$ cat config.mk
export PLATFORM = sky130hd
export DESIGN_NAME = time_set_ctrl
export DESIGN_NICKNAME = d
export VERILOG_FILES = /design/src/rtl/time_set_ctrl_pkg.sv /design/src/rtl/time_set_ctrl_debounce.sv /design/src/rtl/time_set_ctrl.sv
export SDC_FILE = /design/constraint.sdc
export NUM_CORES = 1
export LEC_CHECK = 0
export ABC_AREA = 1
export BUFFER_PORTS_ARGS = -buffer_cell sky130_fd_sc_hd__buf_2
export CORE_MARGIN = 5
export CORE_UTILIZATION = 24
export DETAILED_ROUTE_END_ITERATION = 8
export PLACE_DENSITY = 0.46
export SLEW_MARGIN = 40
export SYNTH_ARGS = -nofsm -noshare
export SYNTH_HDL_FRONTEND = slang
export SYNTH_HIERARCHICAL = 1
export SYNTH_SLANG_ARGS = --single-unit
$ cat constraint.sdc
create_clock -name clk -period 1.9 [get_ports clk]
set_input_delay 0.285 -clock clk [delete_from_list [all_inputs] [get_ports clk]]
set_output_delay 0.285 -clock clk [all_outputs]
set_load 0.02 [all_outputs]
$ cat src/rtl/time_set_ctrl_pkg.sv
// Shared types and BCD helpers for the time-setting controller.
// Holds FSM states, blink-select codes and field limits.
package time_set_ctrl_pkg;

  typedef enum logic [1:0] {
    RUN      = 2'd0,
    SET_HOUR = 2'd1,
    SET_MIN  = 2'd2
  } state_t;

  localparam logic [1:0] FIELD_NONE = 2'b00;
  localparam logic [1:0] FIELD_HOUR = 2'b01;
  localparam logic [1:0] FIELD_MIN  = 2'b10;

  localparam logic [7:0] HOUR_MAX = 8'h23;
  localparam logic [7:0] MIN_MAX  = 8'h59;

  // With both nibbles <= 9, BCD ordering matches binary ordering.
  function automatic logic [7:0] bcd_clean(
    input logic [7:0] v,
    input logic [7:0] max
  );
    if (v[7:4] > 4'd9 || v[3:0] > 4'd9 || v > max)
      return 8'h00;
    return v;
  endfunction

  function automatic logic [7:0] bcd_inc(
    input logic [7:0] v,
    input logic [7:0] max
  );
    if (v == max)
      return 8'h00;
    if (v[3:0] == 4'd9)
      return {v[7:4] + 4'd1, 4'd0};
    return {v[7:4], v[3:0] + 4'd1};
  endfunction

endpackage

$ cat src/rtl/time_set_ctrl_debounce.sv
// Button conditioner: 2-flop synchronizer, stability counter,
// and a single-cycle pulse on each accepted 0->1 level change.
module button_debounce #(
  parameter int DEBOUNCE_CYCLES = 1000000
) (
  input  logic clk,
  input  logic rst,
  input  logic btn,
  output logic press
);

  localparam int CW =
    (DEBOUNCE_CYCLES > 1) ? $clog2(DEBOUNCE_CYCLES) : 1;
  localparam logic [CW-1:0] CMAX = CW'(DEBOUNCE_CYCLES - 1);

  logic          sync1;
  logic          sync2;
  logic          level;
  logic [CW-1:0] cnt;

  always_ff @(posedge clk) begin
    if (rst) begin
      sync1 <= 1'b0;
      sync2 <= 1'b0;
      level <= 1'b0;
      cnt   <= '0;
      press <= 1'b0;
    end else begin
      sync1 <= btn;
      sync2 <= sync1;
      press <= 1'b0;
      if (sync2 == level) begin
        cnt <= '0;
      end else if (cnt == CMAX) begin
        // Level accepted on the Nth consecutive disagreeing cycle.
        level <= sync2;
        cnt   <= '0;
        press <= sync2;
      end else begin
        cnt <= cnt + CW'(1);
      end
    end
  end

endmodule

$ cat src/rtl/time_set_ctrl.sv
// Time-setting controller: mode/inc buttons drive a RUN/SET_HOUR/
// SET_MIN editor producing a BCD time and a load strobe.
module time_set_ctrl
  import time_set_ctrl_pkg::*;
#(
  parameter int DEBOUNCE_CYCLES = 1000000
) (
  input  logic        clk,
  input  logic        rst,
  input  logic        btn_mode,
  input  logic        btn_inc,
  input  logic [15:0] cur_time,
  output logic [15:0] set_time,
  output logic        set_load,
  output logic        set_active,
  output logic [1:0]  edit_field
);

  logic        mode_p;
  logic        inc_p;
  state_t      state;
  state_t      state_n;
  logic [15:0] edit;
  logic [15:0] edit_n;
  logic        load_n;

  button_debounce #(
    .DEBOUNCE_CYCLES(DEBOUNCE_CYCLES)
  ) u_db_mode (
    .clk  (clk),
    .rst  (rst),
    .btn  (btn_mode),
    .press(mode_p)
  );

  button_debounce #(
    .DEBOUNCE_CYCLES(DEBOUNCE_CYCLES)
  ) u_db_inc (
    .clk  (clk),
    .rst  (rst),
    .btn  (btn_inc),
    .press(inc_p)
  );

  always_ff @(posedge clk) begin
    if (rst) begin
      state    <= RUN;
      edit     <= 16'h0000;
      set_load <= 1'b0;
    end else begin
      state    <= state_n;
      edit     <= edit_n;
      set_load <= load_n;
    end
  end

  // Mode wins over a same-cycle inc; that inc is dropped.
  always_comb begin
    state_n    = state;
    edit_n     = edit;
    load_n     = 1'b0;
    set_active = 1'b0;
    edit_field = FIELD_NONE;
    unique case (1'b1)
      (state == RUN): begin
        if (mode_p) begin
          state_n = SET_HOUR;
          edit_n  = {bcd_clean(cur_time[15:8], HOUR_MAX),
                     bcd_clean(cur_time[7:0], MIN_MAX)};
        end
      end
      (state == SET_HOUR): begin
        set_active = 1'b1;
        edit_field = FIELD_HOUR;
        if (mode_p)
          state_n = SET_MIN;
        else if (inc_p)
          edit_n[15:8] = bcd_inc(edit[15:8], HOUR_MAX);
      end
      (state == SET_MIN): begin
        set_active = 1'b1;
        edit_field = FIELD_MIN;
        if (mode_p) begin
          state_n = RUN;
          load_n  = 1'b1;
        end else if (inc_p) begin
          edit_n[7:0] = bcd_inc(edit[7:0], MIN_MAX);
        end
      end
      default: state_n = RUN;
    endcase
  end

  assign set_time = edit;

endmodule

==> key figures, run 1 <==
Outcome
  • Result of the run: completed

Global route
  • Global route total overflow: 0
  • Via count of the first global-routing pass: 3297
  • Number of antenna violations at the first check in global routing: 0
  • Aggregate global-route resource usage: 9.94%
  • Maximum number of pins on one net before global-route repair: 20
  • Wire length of the first global-routing pass: 15000 um

Floorplan
  • Core Footprint: 0.0159 sq mm
  • Initial Util: 24.5%
  • Die height: 138 um
  • Number of I/O pins: 40
  • Die Span X: 138 um
  • Num rows: 46
  • Die ar.: 0.0189 sq mm

Clock tree
  • Clock input transition at the sequential cells of the worst setup and hold paths: 0.06 ns
  • Post-CTS resize count: 0
  • # clock sinks: 67
  • Clock latency of the later-clocked register in the worst-skew pair: 0.34 ns
  • Buffers from clock root to sink, at most: 2
  • Number of buffers inserted during clock tree synthesis: 9
  • CTS Root Cell: clkbuf_16
  • Hold Buf Count CTS: 0
  • Post-CTS setup-driven buffer insertion count: 0
  • H-tree depth: 3
  • TritonCTS clock tree: built

Logic synthesis
  • Count of flip-flops with a built-in enable after synthesis: 0
  • Seq/Total Area, Yosys: 34.3%
  • Multiplexer area fraction after synthesis: 0%
  • Simple-gate share of the synthesized area: 40.4%
  • Post-Synth XOR/XNOR Area: 5.15%
  • Synth warn: 6
  • Post-synthesis net count: 606
  • Largest cells by area after synthesis: dfxtp_1 (34%), nand2_1 (11%), nor2_1 (11%)
  • Asr flop ratio synth: 0%
  • Post-synthesis compound-gate area fraction: 7.33%
  • Area of the mapped netlist: 0.00391 sq mm
  • Yosys top cell area share: 34.3%
  • Number of distinct library cells after synthesis: 34
  • Most common flop cell mapped by yosys: dfxtp_1
  • Register bit total from synthesis: 67
  • Adder-cell area share of the yosys netlist: 4.16%
  • Largest family of logic cells by synthesized area: simple AND/OR/NAND/NOR gates
  • Synthesized area divided by synthesized cell count: 6.82 sq um
  • Post-Synthesis Cells: 573
  • Synth area leader: dfxtp_1

Placement
  • Routability cong.: 0.875
  • Port Buffers: 39
  • Post-place instance area: 0.00432 sq mm
  • Total half-perimeter wirelength after legalization and detailed placement: 6870 um

Detailed routing
  • TritonRoute pass-1 iters: 5
  • Violation count after the first detailed-routing iteration: 164
  • Count of antenna-violating nets left after detailed routing: 0
  • Remaining design rule violation count: 0
  • Via density per instance: 4.27
  • Vias: 3581
  • Detail-routed net length per standard cell: 10.7 um
  • Drt total wl: 8960 um

Power and ir drop
  • Leak Pwr: 1.79 nW
  • PD cells: 681 mW/mm^2
  • Worst vdd ir: 0.482 mV

Worst hold path
  • Hold WC Path Type: primary input to flop

Timing
  • Setup TNS Final: 0 ns
  • Count of endpoints failing setup in the final report: 0
  • Tightest slew margin relative to the limit: 64.3%
  • Achievable Freq: 560 MHz
  • Hold Fails Final Rpt: 0
  • Total count of max-transition violations in the final report: 0
  • Share of the clock period used by the worst path: 94.0%
  • Skew final: 0.00716 ns
  • Shortest clock period the worst path allows after layout: 1.79 ns
  • Setup repair after global routing missed its margin: no
  • Slew at the pin closest to its max-slew limit: 0.535 ns

Worst setup path
  • Critical path capture point: edit_field[0]
  • Cells on worst reg2reg path: 9
  • Category of the most critical setup path: flop to primary output
  • Critical R2R Capture: set_time[12]$_SDFFE_PP0P_
  • Beginning of the worst register-to-register path: state[1]$_SDFFE_PP0P_
  • Data required, critical path: 1.62 ns
  • Register-to-Register Setup Slack: 0.27 ns
  • CP Capture Type: primary output
  • Startpoint types: flop
  • Arrival time at the worst endpoint: 1.50 ns
  • Crit path from: state[1]$_SDFFE_PP0P_
  • Maximum fanout encountered on the critical timing path: 11

Finish
  • Fraction of final layout cells with drive strength greater than 1: 15.8%
  • Area used by sequential logic in the layout: 0.00134 sq mm
  • Design Area, Final: 0.00462 sq mm
  • Antenna diode count: 0
  • Final layout net count: 650
  • Layout overhead on the synthesized area: 18.1%
  • Multi-input combinational cell area: 0.00223 sq mm
  • Filler instances: 1777

Job
  • Maximum capacitance violations: 0
## layout make-up
class,count,area share [%]
Clock buffer,12,5.34
Clock inverter,4,1.08
Inverter,72,6.02
Multi-Input combinational cell,427,48.3
Sequential cell,67,29.1
Tap cell,216,5.85
Timing Repair Buffer,40,4.39
## flip-flops by register name (all words and copies together), names as in the netlist
name and flops:
set_time 16, u_db_inc/sync2 1, u_db_inc/press 1, u_db_mode/level 1, state 2, u_db_mode/sync1 1
u_db_mode/sync2 1, u_db_mode/press 1, u_db_inc/level 1, u_db_inc/sync1 1, u_db_mode/cnt 20, u_db_inc/cnt 20
set_load 1
## cells by family (layout without fill, tap and decap cells)
| logic type | count (synthesis) | in the layout |
|---|---|---|
| adders and majority gates | 13 | 13 |
| buffers and inverters | 79 | 128 |
| DFF | 67 | 67 |
| and+or+nand+nor | 338 | 338 |
| xor gates and xnor gates | 23 | 23 |
| AOI/OAI and AO/OA | 53 | 53 |
## worst max-delay path, stage by stage, from the launching register on
cell     delay [ns]
dfxtp_1        0.32
inv_1          0.07
ha_1           0.49
buf_2          0.28
## worst min-delay path by stage
stage,to,depth (start not counted),start,slack (ns)
after floorplan,u_db_inc/sync1$_SDFF_PP0_,1,rst,0.36
after global placement,u_db_mode/sync2$_SDFF_PP0_,2,u_db_mode/sync1$_SDFF_PP0_,0.41
after detailed placement,u_db_inc/sync2$_SDFF_PP0_,2,u_db_inc/sync1$_SDFF_PP0_,0.40
after CTS,u_db_mode/sync1$_SDFF_PP0_,3,btn_mode,0.13
after global routing,u_db_inc/sync1$_SDFF_PP0_,3,btn_inc,0.16
final,u_db_mode/sync1$_SDFF_PP0_,3,btn_mode,0.15
## per-stage QoR
step	instances	utilization [%]	hold WS (ns)	setup WS (ns)	total power [mW]
global route	838	29.0	0.161	0.0253	3.28
detailed placement	822	27.1	0.400	0.234	1.52
CTS	838	29.0	0.135	0.0808	3.21
floorplan	573	-	0.356	0.397	1.49
finish	838	29.0	0.155	0.114	3.14
global placement	822	27.1	0.406	0.302	1.52
## synth_stat cells (all sizes together), types with 13 or more instances
library cell	number
inv	71
nor2	120
a21oi	30
nand4	18
ha	13
xor2	17
o21ai	19
nand3	57
nand2	126
dfxtp	67
## cell usage in the layout, fill, tap and decap left out, types with 3 or more instances in the layout
master,n
a21oi_1,30
buf_2,39
clkbuf_16,9
dfxtp_1,67
ha_1,13
inv_1,63
inv_2,7
nand2_1,116
nand2_2,6
nand2_4,4
nand3_1,47
nand3_2,9
nand3b_1,3
nand4_1,18
nor2_1,111
nor2_2,6
nor2_4,3
nor3_1,5
o21ai_0,16
o21bai_1,4
xnor2_1,6
xor2_1,17
## layer usage
metal	wire length, um	up-vias	share of wire, %	GRT usage, %
li1	-	1914	-	-
met1	4490	1586	50	12.7
met2	3830	63	43	15.0
met3	445	18	5.0	2.74
met4	194	0	2.2	5.49
met5	0	-	0	0
## where the power goes
group	switching [mW]	internal [mW]	leakage, nW	total, mW
logic	0.0460	0.0293	1.11	0.0754
clock network	0.604	1.05	0.139	1.65
registers	0.00327	1.41	0.540	1.41
Note: power is estimated with default switching activity, not from simulation.
==> run 2: changes to the inputs <==
Settings changed: PLACE_DENSITY 0.46 to unset, PLACE_DENSITY_LB_ADDON set to 0.1.
Clock period 1.9 ns to 2.05 ns, I/O delays scaled along.
==> run 2 against run 1 <==
Against the previous run: via count barely moved; die area did not move; setup slack improved by 0.13 ns; sequential share of layout area fell by 0.23 points; sequential power fell by 7%; final area rose by 0.81%; combinational power fell by 8.6%; core utilization rose by 0.24 points; clock-buffer cell count fell by 3; global-route usage rose by 0.72 points; highest routed layer unchanged.
==> key figures, run 2 (synthesis results as in run 1) <==
Outcome
  • Result of the run: completed

Global route
  • Maximum number of pins on one net before global-route repair: 20 (unchanged)
  • Aggregate global-route resource usage: 10.7% (+0.72 points)
  • Global route total overflow: 0 (unchanged)
  • Wire length of the first global-routing pass: 16100 um (+6.8%)
  • Via count of the first global-routing pass: 3488 (+5.8%)
  • Number of antenna violations at the first check in global routing: 0 (unchanged)

Finish
  • Final std cells w/o fill: 837 (-0.12%)
  • Final layout net count: 649 (-0.15%)
  • Most common cell after layout, fill and taps aside: nand2_1
  • Layout overhead on the synthesized area: 19.0%
  • Top library cells by usage in the layout, fill and taps aside: nand2_1 (116), nor2_1 (111), dfxtp_1 (67)
  • Design Area, Final: 0.00465 sq mm (+0.81%)
  • Fraction of final layout cells with drive strength greater than 1: 15.9% (+0.19 points)
  • Antenna diode count: 0 (unchanged)
  • Filler instances: 1823 (+2.6%)

Placement
  • Number of instances in the placed design: 821 (-0.12%)
  • Routability cong.: 0.797 (-8.8%)
  • Post-place instance area: 0.00431 sq mm (-0.17%)
  • Port Buffers: 39 (unchanged)
  • Total half-perimeter wirelength after legalization and detailed placement: 7490 um (+9.0%)
  • Pre-CTS setup slack: 0.360 ns (+0.126 ns)

Worst setup path
  • Beginning of the worst register-to-register path: state[0]$_SDFFE_PP0P_
  • Startpoint types: flop
  • Register-to-Register Setup Slack: 0.37 ns (+0.10 ns)
  • Cells on worst reg2reg path: 9 (unchanged)
  • Critical R2R Capture: set_time[3]$_SDFFE_PP0P_
  • Critical path capture point: edit_field[0]
  • Category of the most critical setup path: flop to primary output
  • Maximum fanout encountered on the critical timing path: 11 (unchanged)
  • Arrival time at the worst endpoint: 1.50 ns (about the same)
  • Crit path from: state[1]$_SDFFE_PP0P_
  • Data required, critical path: 1.74 ns (+0.12 ns)
  • CP Capture Type: primary output

Timing
  • Achievable Freq: 552 MHz
  • Setup TNS Final: 0 ns (unchanged)
  • Tightest slew margin relative to the limit: 63.3% (-0.97 points)
  • Skew final: 0.00626 ns (-0.000902 ns)
  • Hold Fails Final Rpt: 0 (unchanged)
  • Setup repair after global routing missed its margin: no
  • Slew at the pin closest to its max-slew limit: 0.550 ns (+0.0146 ns)
  • Share of the clock period used by the worst path: 88.3%
  • Count of endpoints failing setup in the final report: 0 (unchanged)
  • Shortest clock period the worst path allows after layout: 1.81 ns
  • Fin worst setup slack: 0.240 ns (+0.125 ns)
  • Total count of max-transition violations in the final report: 0 (unchanged)

Detailed routing
  • Drt total wl: 9610 um (+7.2%)
  • Count of antenna-violating nets left after detailed routing: 0 (unchanged)
  • Remaining design rule violation count: 0 (unchanged)
  • Via density per instance: 4.27 (about the same)
  • TritonRoute pass-1 iters: 4 (-1)
  • Detail-routed net length per standard cell: 11.5 um (+7.4%)
  • Violation count after the first detailed-routing iteration: 197 (+20%)
  • Vias: 3578 (-0.084%)

Clock tree
  • Number of buffers inserted during clock tree synthesis: 9 (unchanged)
  • H-tree depth: 3 (unchanged)
  • CTS Root Cell: clkbuf_16
  • Post-CTS setup-driven buffer insertion count: 0 (unchanged)
  • Post-CTS resize count: 0 (unchanged)
  • Clock input transition at the sequential cells of the worst setup and hold paths: 0.06 ns (about the same)
  • Clock latency of the later-clocked register in the worst-skew pair: 0.33 ns (about the same)
  • TritonCTS clock tree: built
  • Buffers from clock root to sink, at most: 2 (unchanged)
  • # clock sinks: 67 (unchanged)
  • Hold Buf Count CTS: 0 (unchanged)

Floorplan
  • Die ar.: 0.0189 sq mm (unchanged)
  • Die height: 138 um (unchanged)
  • Num rows: 46 (unchanged)
  • Number of I/O pins: 40 (unchanged)
  • Core Footprint: 0.0159 sq mm (unchanged)
  • Initial Util: 24.5% (unchanged)
  • Die Span X: 138 um (unchanged)

Worst hold path
  • Hold WC Path Type: primary input to flop

Power and ir drop
  • PD cells: 677 mW/mm^2 (-0.62%)
  • Worst vdd ir: 0.386 mV (-20%)
  • Leak Pwr: 1.81 nW (+1.2%)

Job
  • Maximum capacitance violations: 0 (unchanged)
[run 2: cell count changes in the layout (fill, tap and decap cells not counted), sizes merged]
| cell | delta |
|---|---|
| buf | -1 |
| bufinv | +2 |
| clkinv | +2 |
| clkinvlp | -1 |
| clkbuf | -3 |
[run 2: layer usage]
metal | vias up | share of wire (%) | track usage [%]
li1 | 1907 | - | -
met4 | 0 | 2.0 | 4.99
met2 | 49 | 45 | 17.2
met5 | - | 0 | 0
met1 | 1610 | 49 | 13.6
met3 | 12 | 4.0 | 2.15
[run 2: area by class of cell]
type,instances,area [sq um],area share [%]
well taps,216,270,5.81
clock buffers,9,225,4.84
inverters,72,278,5.97
repair buffers,39,195,4.19
multi-input cells,427,2230,47.9
clock inverters,7,116,2.50
flip-flops and latches,67,1340,28.8
[run 2: power breakdown]
group | switching (mW) | internal [mW]
clock | 0.585 | 1.18
combinational | 0.0430 | 0.0259
sequential | 0.00303 | 1.31
total | 0.631 | 2.52
[run 2: worst min path at each step]
stage,start,to,slack (ns),depth (start not counted)
CTS,btn_inc,u_db_inc/sync1$_SDFF_PP0_,0.16,3
floorplan,rst,u_db_inc/sync1$_SDFF_PP0_,0.38,1
detailed placement,u_db_mode/sync1$_SDFF_PP0_,u_db_mode/sync2$_SDFF_PP0_,0.40,2
global placement,u_db_inc/sync1$_SDFF_PP0_,u_db_inc/sync2$_SDFF_PP0_,0.40,2
global route,btn_mode,u_db_mode/sync1$_SDFF_PP0_,0.19,3
finish,btn_inc,u_db_inc/sync1$_SDFF_PP0_,0.18,3
[run 2: stage by stage]
| step | hold slack (ns) | utilization, % | total power [mW] |
|---|---|---|---|
| after floorplan | 0.379 | - | 1.38 |
| after global placement | 0.398 | 27.1 | 1.41 |
| after detailed placement | 0.401 | 27.1 | 1.41 |
| after CTS | 0.160 | 29.2 | 3.22 |
| after global routing | 0.193 | 29.2 | 3.28 |
| final | 0.177 | 29.2 | 3.15 |
[run 2: critical path, cell delays in order (launching register included)]
cell and delay [ns]:
dfxtp_1 0.32, inv_1 0.08, ha_1 0.50, buf_2 0.27
